===== src/rtl/noc_local_ni.sv =====
// noc_local_ni: local-port network interface for a Phoenix mesh router.
// TX side packetises host commands into header/size/payload flits under credit
// flow control; RX side buffers router flits in a credit-managed FIFO and
// frames them back to the host with sop/eop markers.
// Optional build macro NOC_NI_STATS_EN adds saturating packet counters
// stat_tx_pkts / stat_rx_pkts.
module noc_local_ni #(
    parameter int                  TAM_FLIT = 16,
    parameter logic [TAM_FLIT-1:0] ADDRESS  = '0,
    parameter int                  RX_DEPTH = 4
) (
    input  logic                clock,
    input  logic                reset,
    input  logic                cmd_valid,
    output logic                cmd_ready,
    input  logic [TAM_FLIT-1:0] cmd_target,
    input  logic [TAM_FLIT-1:0] cmd_size,
    input  logic                pl_valid,
    output logic                pl_ready,
    input  logic [TAM_FLIT-1:0] pl_data,
    output logic                tx,
    output logic [TAM_FLIT-1:0] data_out,
    input  logic                credit_i,
    input  logic                rx,
    input  logic [TAM_FLIT-1:0] data_in,
    output logic                credit_o,
    output logic                rcv_valid,
    input  logic                rcv_ready,
    output logic [TAM_FLIT-1:0] rcv_data,
    output logic                rcv_sop,
    output logic                rcv_eop,
    output logic                err_misroute
`ifdef NOC_NI_STATS_EN
    ,
    output logic [31:0]         stat_tx_pkts,
    output logic [31:0]         stat_rx_pkts
`endif
);

    localparam int            AW      = $clog2(RX_DEPTH);
    localparam logic [AW:0]   DEPTH_C = (AW+1)'(RX_DEPTH);

    localparam logic [1:0] T_IDLE = 2'd0;
    localparam logic [1:0] T_HDR  = 2'd1;
    localparam logic [1:0] T_SIZE = 2'd2;
    localparam logic [1:0] T_PAY  = 2'd3;

    localparam logic [1:0] R_HDR  = 2'd0;
    localparam logic [1:0] R_SIZE = 2'd1;
    localparam logic [1:0] R_PAY  = 2'd2;

    // ---------------- TX packetiser ----------------
    logic [1:0]          tstate_q, tstate_d;
    logic [TAM_FLIT-1:0] tgt_q, tgt_d;
    logic [TAM_FLIT-1:0] size_q, size_d;
    logic [TAM_FLIT-1:0] pay_q, pay_d;
    logic [TAM_FLIT-1:0] rem_q, rem_d;     // payload words still to be loaded
    logic                pay_vld_q, pay_vld_d;
    logic                xfer;

    assign cmd_ready = reset && (tstate_q == T_IDLE);
    assign xfer      = tx && credit_i;

    // Output flit mux: the flit stays on data_out until the router takes it.
    always_comb begin
        tx       = 1'b0;
        data_out = '0;
        case (tstate_q)
            T_HDR:   begin tx = 1'b1;      data_out = tgt_q;  end
            T_SIZE:  begin tx = 1'b1;      data_out = size_q; end
            T_PAY:   begin tx = pay_vld_q; data_out = pay_q;  end
            default: begin tx = 1'b0;      data_out = '0;     end
        endcase
    end

    // TX next state; the first payload word is fetched while the size flit
    // leaves so payload flits follow the size flit without a bubble.
    always_comb begin
        tstate_d  = tstate_q;
        tgt_d     = tgt_q;
        size_d    = size_q;
        pay_d     = pay_q;
        rem_d     = rem_q;
        pay_vld_d = pay_vld_q;
        pl_ready  = 1'b0;
        case (tstate_q)
            T_IDLE: begin
                if (cmd_valid) begin
                    tgt_d    = cmd_target;
                    size_d   = cmd_size;
                    tstate_d = T_HDR;
                end
            end
            T_HDR: begin
                if (xfer) tstate_d = T_SIZE;
            end
            T_SIZE: begin
                if (xfer) begin
                    if (size_q == '0) begin
                        tstate_d = T_IDLE;
                    end else begin
                        tstate_d  = T_PAY;
                        pl_ready  = pl_valid;
                        rem_d     = size_q;
                        pay_vld_d = 1'b0;
                        if (pl_valid) begin
                            pay_d     = pl_data;
                            pay_vld_d = 1'b1;
                            rem_d     = size_q - 1'b1;
                        end
                    end
                end
            end
            default: begin
                if ((!pay_vld_q || xfer) && rem_q != '0) begin
                    pl_ready = pl_valid;
                    if (pl_valid) begin
                        pay_d     = pl_data;
                        pay_vld_d = 1'b1;
                        rem_d     = rem_q - 1'b1;
                    end else begin
                        pay_vld_d = 1'b0;
                    end
                end else if (xfer) begin
                    pay_vld_d = 1'b0;
                    if (rem_q == '0) tstate_d = T_IDLE;
                end
            end
        endcase
    end

    // TX control registers; reset drops any packet in flight.
    always_ff @(posedge clock or negedge reset) begin
        if (!reset) begin
            tstate_q  <= T_IDLE;
            rem_q     <= '0;
            pay_vld_q <= 1'b0;
        end else begin
            tstate_q  <= tstate_d;
            rem_q     <= rem_d;
            pay_vld_q <= pay_vld_d;
        end
    end

    // TX data registers; only observed while the FSM marks them valid.
    always_ff @(posedge clock) begin
        tgt_q  <= tgt_d;
        size_q <= size_d;
        pay_q  <= pay_d;
    end

    // ---------------- RX FIFO ----------------
    logic [TAM_FLIT-1:0] mem_q [RX_DEPTH];
    logic [AW-1:0]       wr_ptr_q, rd_ptr_q;
    logic [AW:0]         count_q;
    logic                wr_en, rd_en;

    // Credit comes from the registered count only: a pop frees space next cycle.
    assign credit_o  = reset && (count_q < DEPTH_C);
    assign wr_en     = rx && credit_o;
    assign rcv_valid = (count_q != '0);
    assign rd_en     = rcv_valid && rcv_ready;
    assign rcv_data  = mem_q[rd_ptr_q];

    // FIFO storage write; flits offered without credit are dropped.
    always_ff @(posedge clock) begin
        if (wr_en) mem_q[wr_ptr_q] <= data_in;
    end

    // FIFO pointers and occupancy; pointers wrap naturally at RX_DEPTH.
    always_ff @(posedge clock or negedge reset) begin
        if (!reset) begin
            wr_ptr_q <= '0;
            rd_ptr_q <= '0;
            count_q  <= '0;
        end else begin
            if (wr_en) wr_ptr_q <= wr_ptr_q + 1'b1;
            if (rd_en) rd_ptr_q <= rd_ptr_q + 1'b1;
            if (wr_en && !rd_en)      count_q <= count_q + 1'b1;
            else if (!wr_en && rd_en) count_q <= count_q - 1'b1;
        end
    end

    // ---------------- RX depacketiser ----------------
    logic [1:0]          rstate_q, rstate_d;
    logic [TAM_FLIT-1:0] pcnt_q, pcnt_d;   // payload flits left including head
    logic                err_q, err_d;

    assign rcv_sop      = rcv_valid && (rstate_q == R_HDR);
    assign rcv_eop      = rcv_valid && (((rstate_q == R_SIZE) && (rcv_data == '0)) ||
                                        ((rstate_q == R_PAY) && (pcnt_q == TAM_FLIT'(1))));
    assign err_misroute = err_q;

    // Framing tracker: advances once per popped flit.
    always_comb begin
        rstate_d = rstate_q;
        pcnt_d   = pcnt_q;
        err_d    = err_q;
        if (rd_en) begin
            case (rstate_q)
                R_HDR: begin
                    rstate_d = R_SIZE;
                    if (rcv_data != ADDRESS) err_d = 1'b1;
                end
                R_SIZE: begin
                    if (rcv_data == '0) begin
                        rstate_d = R_HDR;
                    end else begin
                        pcnt_d   = rcv_data;
                        rstate_d = R_PAY;
                    end
                end
                R_PAY: begin
                    pcnt_d = pcnt_q - 1'b1;
                    if (pcnt_q == TAM_FLIT'(1)) rstate_d = R_HDR;
                end
                default: rstate_d = R_HDR;
            endcase
        end
    end

    // Depacketiser registers; misroute flag is sticky until reset.
    always_ff @(posedge clock or negedge reset) begin
        if (!reset) begin
            rstate_q <= R_HDR;
            pcnt_q   <= '0;
            err_q    <= 1'b0;
        end else begin
            rstate_q <= rstate_d;
            pcnt_q   <= pcnt_d;
            err_q    <= err_d;
        end
    end

`ifdef NOC_NI_STATS_EN
    // ---------------- packet statistics ----------------
    logic        last_xfer;
    logic [31:0] stat_tx_q, stat_rx_q;

    function automatic logic [31:0] sat_inc(input logic [31:0] v);
        return (v == 32'hFFFF_FFFF) ? v : v + 32'd1;
    endfunction

    assign last_xfer    = xfer && (((tstate_q == T_SIZE) && (size_q == '0)) ||
                                   ((tstate_q == T_PAY) && (rem_q == '0)));
    assign stat_tx_pkts = stat_tx_q;
    assign stat_rx_pkts = stat_rx_q;

    // Count completed packets in each direction, saturating at all-ones.
    always_ff @(posedge clock or negedge reset) begin
        if (!reset) begin
            stat_tx_q <= '0;
            stat_rx_q <= '0;
        end else begin
            if (last_xfer)         stat_tx_q <= sat_inc(stat_tx_q);
            if (rd_en && rcv_eop)  stat_rx_q <= sat_inc(stat_rx_q);
        end
    end
`endif

endmodule


===== config.mk =====
export PLATFORM = sky130hd
export DESIGN_NAME = noc_local_ni
export DESIGN_NICKNAME = d
export VERILOG_FILES = /design/src/rtl/noc_local_ni.sv
export SDC_FILE = /design/constraint.sdc
export NUM_CORES = 1
export LEC_CHECK = 0
export ABC_AREA = 1
export CAP_MARGIN = 30
export CORE_ASPECT_RATIO = 1.4
export CORE_MARGIN = 3
export CORE_UTILIZATION = 46
export CTS_CLUSTER_SIZE = 24
export DETAILED_ROUTE_END_ITERATION = 7
export PLACE_DENSITY = 0.69
export RECOVER_POWER = 100
export SKIP_LAST_GASP = 1
export SLEW_MARGIN = 40
export SYNTH_ARGS = -nofsm -noshare
export SYNTH_HDL_FRONTEND = slang
export SYNTH_SLANG_ARGS = --single-unit

===== constraint.sdc =====
create_clock -name clock -period 4.4 [get_ports clock]
set_input_delay 0.66 -clock clock [delete_from_list [all_inputs] [get_ports clock]]
set_output_delay 0.66 -clock clock [all_outputs]
set_load 0.02 [all_outputs]

Yosys cells after proc, flatten, opt, wreduce, memory -nomap -nowiden
Memories as Yosys holds them, arrays and structs flattened.
Cells that the tools add are included.

storage, ports and cells
  logic and storage cells = 117
  input bits = 71
  RAM bits = 64
  flip-flop bits (word level) = 93
  output and inout port bits = 40
  memories = 1

operators by class
  $add $sub $neg = 7
  bitwise gates (word level) = 1
  magnitude comparators = 1
  equality and inequality tests = 13
  mux-type cells = 40
  reductions and logical operators = 42

memory list
  memory  words  width  rd ports  clocked after Yosys merged registers in  wr ports  RTL line  text
  mem_q   4      16     1         0                                        1         153       logic [TAM_FLIT-1:0] mem_q [RX_DEPTH];

operators with widths
  operator                                              count
  2-to-1 mux 16 bit                                     10
  case mux 16 bit (2 select lines)                      3
  logical NOT 16 bit                                    3
  case mux 16 bit (3 select lines)                      1
  subtractor 16 x 1 -> 16 bit, second input constant    3
  nonzero test 16 bit                                   2
  2-to-1 mux 2 bit                                      9
  equality test 16 x 1 -> 1 bit, second input constant  1
  logical AND 1 bit                                     12
  case mux 2 bit (3 select lines)                       2
  2-to-1 mux 1 bit                                      10
  inequality test 2 bit, second input constant          5
  nonzero test 2 bit                                    5
  AND reduction 4 bit                                   2
  equality test 2 bit, second input constant            3
  2-to-1 mux 3 bit                                      2
  case mux 1 bit (2 select lines)                       3
  AND reduction 3 bit                                   2
  AND reduction 6 bit                                   1
  nonzero test 3 bit                                    2
  AND reduction 5 bit                                   1
  adder 2 x 1 -> 2 bit, second input constant           2
  equality test 2 x 1 -> 1 bit, second input constant   2
  logical NOT 2 bit                                     2
  other kinds (11)                                      16

Logic depth before layout (Yosys ltp)
  word-level depth = 8
  gate-level depth with buffers = 15
  depth with buffers taken out = 13

Worst setup path before layout
No wires, ideal clock.

  path kind = reg2reg
  from = reg tstate_q[0]
  to = reg pay_q[0], enable pin
  arrival time = 2.479 ns
  cell stages (with the launch flop) = 12
  library setup time = 0.388 ns
  slack = 1.533 ns
  path buffers = 0
  clock period less this slack = 2.867 ns
  data required time = 4.012 ns
  cells stage by stage = dfrtp_1 > inv_1 > ha_1 > inv_1 > a21oi_2 > nand2_1 > nand2_1 > nand2_1 > inv_1 > nand2_1 > or2_2 > nor2_1

on the way
  word-level cells in the longest chain between the ends = 8
  elaborated cells on any way between the ends = 15
  those cells by class = eq/ne (5); mux (1); bitwise (1); reduce/logical (8)

RTL lines
  element                                                                     RTL line  text
  start: declaration                                                          53        logic [1:0] tstate_q, tstate_d;
  start signal: assignment                                                    139       tstate_q <= tstate_d;
  equality test 2 bit / equality test 2 x 1 -> 1 bit (equally long branches)  68        case (tstate_q)
  OR reduction 2 bit (no source line)                                         n/a
  case mux 1 bit (2 select lines) (*)                                         68
  net tx                                                                      21        output logic tx,
  logical AND 1 bit (*)                                                       62        assign xfer = tx && credit_i;
  logical OR 1 bit                                                            115       if ((!pay_vld_q || xfer) && rem_q != '0) begin
  logical AND 1 bit                                                           115
  nonzero test 2 bit (no source line)                                         n/a
  AND reduction 4 bit (no source line) (*)                                    n/a
  end signal: assignment                                                      149       pay_q <= pay_d;
  end: declaration                                                            56        logic [TAM_FLIT-1:0] pay_q, pay_d;

Mark *: on every way through the listed nets, which the timed path passes. The rest lies on a longest branch.
A chain may end at the register's enable or synchronous reset.

Worst setup path in the final report
  from = reg rd_ptr_q[1]
  to = out rcv_eop

on the way
  word-level cells in the longest chain between the ends = 5

RTL lines
  element                   RTL line  text
  start: declaration        154       logic [AW-1:0] wr_ptr_q, rd_ptr_q;
  start signal: assignment  178       if (rd_en) rd_ptr_q <= rd_ptr_q + 1'b1;
  memory (4 x 16 bit)       n/a
  logical NOT 16 bit        190       assign rcv_eop = rcv_valid && (((rstate_q == R_SIZE) && (rcv_data == '0)) ||
  logical AND 1 bit         190
  logical OR 1 bit          190
  logical AND 1 bit         190
  end: declaration          31        output logic rcv_eop,

No other way between the ends.

==> metrics <==
status=finished with violations; failing checks=max-capacitance violations, max-slew violations; worst vdd ir=0.3104 mV; Post-Syn Nets=about 1000; cts repair resizes=0; number of global-route vias before repair=6624; Cells after DPL=1238; hpwl dp=15.17 mm; Critical Path Source Type=register; total chip power=0.006620 W; Layout Utilization=58.06%; CP Class=reg -> out; total of warnings raised by yosys=0; Syn Std Cell Area=roughly 0.0080 sq mm; TritonCTS clock tree=done; r2r endpoint=rem_q[5]$_DFFE_PN0P_; Critical Path Most Common Cell=nand2_1; CP max FO=18; Via Count=approximately 6700; die area=0.01913 sq mm; Max stage delay on crit path=0.61 ns; row count=56; Port Buf Inserts=110; Setup crit end=rcv_eop; Initial Utilization=a little under half; fin cells=~1300; Die Height=162.5 microns; clock latency on the worst-skew pair=0.43 ns; maxcap violations=1; worst hold slack=between 0.15 and 0.2 ns; Slew Viols, Final=43; Sinks on Clock Net=157; vias per inst=~5.2; first-pass GRT wire length=32.62 mm; WL/cell=16.01 microns; asr flop ratio synth=28.66%; max_slew headroom=-62.27%; Setup crit start=rd_ptr_q[1]$_DFFE_PN0P_; Max Clock Skew=0.01063 ns; cell accounting for the most synthesized area=edfxtp_1; Placer Congestion=0.9810; CP Data Required Time=about 3.7 ns; total CTS buffers=17; fin nets=1112; fin crit share=89.10%; io pins=111; Remaining DRCs=0; Final Hold Fails=0; setup TNS=0 ns; part of the Yosys area used for sequential elements=between 50% and 60%; minimum clock period=3.920 ns; pwr dens=672.4 mW/mm^2; count leader, synth=nand2_1; share of the synthesized area in the top cell type=41.82%; Antenna diodes=0; Slowest-stage cell, CP=dfrtp_1; synth top area cells=edfxtp_1 (42%), nand2_1 (14%), dfrtp_1 (14%), inv_1 (4.7%), nand3_1 (4.2%); Reg clk slew, reported paths=0.07 ns; grt ovf=0; Mapped Cells=between 900 and 1000; worst path arrival time=3.26 ns; root buf cell=clkbuf_16; first-pass detailed-route iteration total=5; number of DRC markers in iteration 0=450; Post-synth EDFFs=between 100 and 150; Reg2Reg Setup Slack=roughly 1.1 ns; flops & latches, synth=157; area grow syn2layout=22.40%; Setup violations, final=0; Total GRT Usage=21.80%; Worst Reg-to-Reg Cells=12; crit-path cells=inv_1 -> nand3_1 -> nand2_1 -> nand2_1 -> nor2_1 -> nand2_1 -> nor2_2 -> nand2_4 -> a21oi_1 -> clkdlybuf4s50_1; Post-synth top cells=nand2_1 (307), edfxtp_1 (112), inv_1 (101); H-tree depth=4; Worst Max-Slew Pin Slew=2.434 ns; DRT antenna net count=0; dominant synthesized flop cell=edfxtp_1; unrepaired setup endpoints after global routing=false; final wirelength=a little over 20 mm; Leakage=around 4.3 nW; Hold/Removal Path Class=in -> async; element type at the critical path end=output port; Die X=117.8 microns; pin count of the biggest net entering global routing=43; antenna violations before repair=2; layout cells sized above 1=~4.3%; hold_buf cts=0; Syn Area/Cell=a little under 9 sq um; worst r2r src=tstate_q[0]$_DFFE_PN0P_; setup bufs post-CTS=0; Max clock buf depth=2; synth unique cells=37; highest clock rate=255.1 MHz; core area=0.01696 sq mm
through the flow:
step / worst slack (ns) / area (sq um)
6_report: 0.4797 / 9844
5_1_grt: 0.2941 / 9844
4_1_cts: 0.6567 / 9902
3_5_place_dp: 1.128 / 9328
3_3_place_gp: 1.181 / 9328
2_1_floorplan: 1.533 / 8043
placed cells by master, fill, tap and decap left out, drive strengths merged, types with 7 or more instances in the layout:
cell           netlist  layout
nor3                 8       8
inv                103     112
nand2              308     308
nor2                80      80
dlygate4sd3          0     101
dfrtp               45      45
o211ai              15      15
a31oi                7       7
nand3               68      68
xor2                10      10
clkdlybuf4s50        0       8
nand4               21      21
edfxtp             112     112
clkbuf              12      26
ha                  15      15
a21oi               13      13
o21ai               57      57
critical path: cells and delay by family, from the launching register on:
family / cells / cell delay (ns)
AOI/OAI and AO/OA: 1 / 0.17
buffers and inverters: 2 / 1.12
DFF: 1 / 0.61
and+or+nand+nor: 7 / 0.94
state kept, by name, summed over array words and instances (netlist names):
signal and count:
wr_ptr_q 2, count_q 3, size_q 16, mem_q 64, tgt_q 16, tstate_q 2
pcnt_q 16, rd_ptr_q 2, err_misroute 1, rstate_q 2, pay_vld_q 1, rem_q 16
pay_q 16
power breakdown:
part / switching, W / internal, W / total (W)
Sequential: 0.000293 / 0.00195 / 0.00225
Clock: 0.000654 / 0.000753 / 0.00141
Combinational: 0.00196 / 0.00101 / 0.00297
final cells by class:
| class | count | area, sq um |
|---|---|---|
| Fill cell | 1540 | 7112 |
| Clock inverter | 15 | 148.9 |
| Tap cell | 232 | 290.3 |
| Multi-Input combinational cell | 624 | 2945 |
| Clock buffer | 17 | 425.4 |
| Timing Repair Buffer | 122 | 1156 |
| Sequential cell | 157 | 4489 |
| Inverter | 103 | 389.1 |
per-layer routing:
| layer | share of wire, % | global-route usage (%) | vias up | wire length (microns) |
|---|---|---|---|---|
| met4 | 5.2 | 13.07 | 4 | 1059 |
| met3 | 5.4 | 4.100 | 71 | 1097 |
| met5 | 0.13 | 0 | - | 27 |
| met2 | 54 | 41.35 | 252 | 10940 |
| li1 | - | - | 3247 | - |
| met1 | 35 | 22.02 | 3076 | 7206 |
how the worst min path moves through the flow:
stage / end / startpoint
floorplan: count_q[0]$_DFFE_PN0P_ / reset
global placement: pcnt_q[1]$_DFFE_PN0P_ / pcnt_q[1]$_DFFE_PN0P_
detailed placement: pcnt_q[1]$_DFFE_PN0P_ / pcnt_q[1]$_DFFE_PN0P_
CTS: pay_vld_q$_DFFE_PN0P_ / reset
global route: pay_vld_q$_DFFE_PN0P_ / reset
finish: pay_vld_q$_DFFE_PN0P_ / reset
cell families after synthesis:
kind of cell	Yosys count	synth area share (%)
adder cells (fa/ha/maj)	16	2.582
AO/OA/AOI/OAI	97	6.907
XOR/XNOR	16	1.742
multiplexers	1	0.1400
flip-flops	157	55.82
AND/OR/NAND/NOR	494	25.59
buffers and inverters	135	7.218
Note: power is estimated with default switching activity, not from simulation.
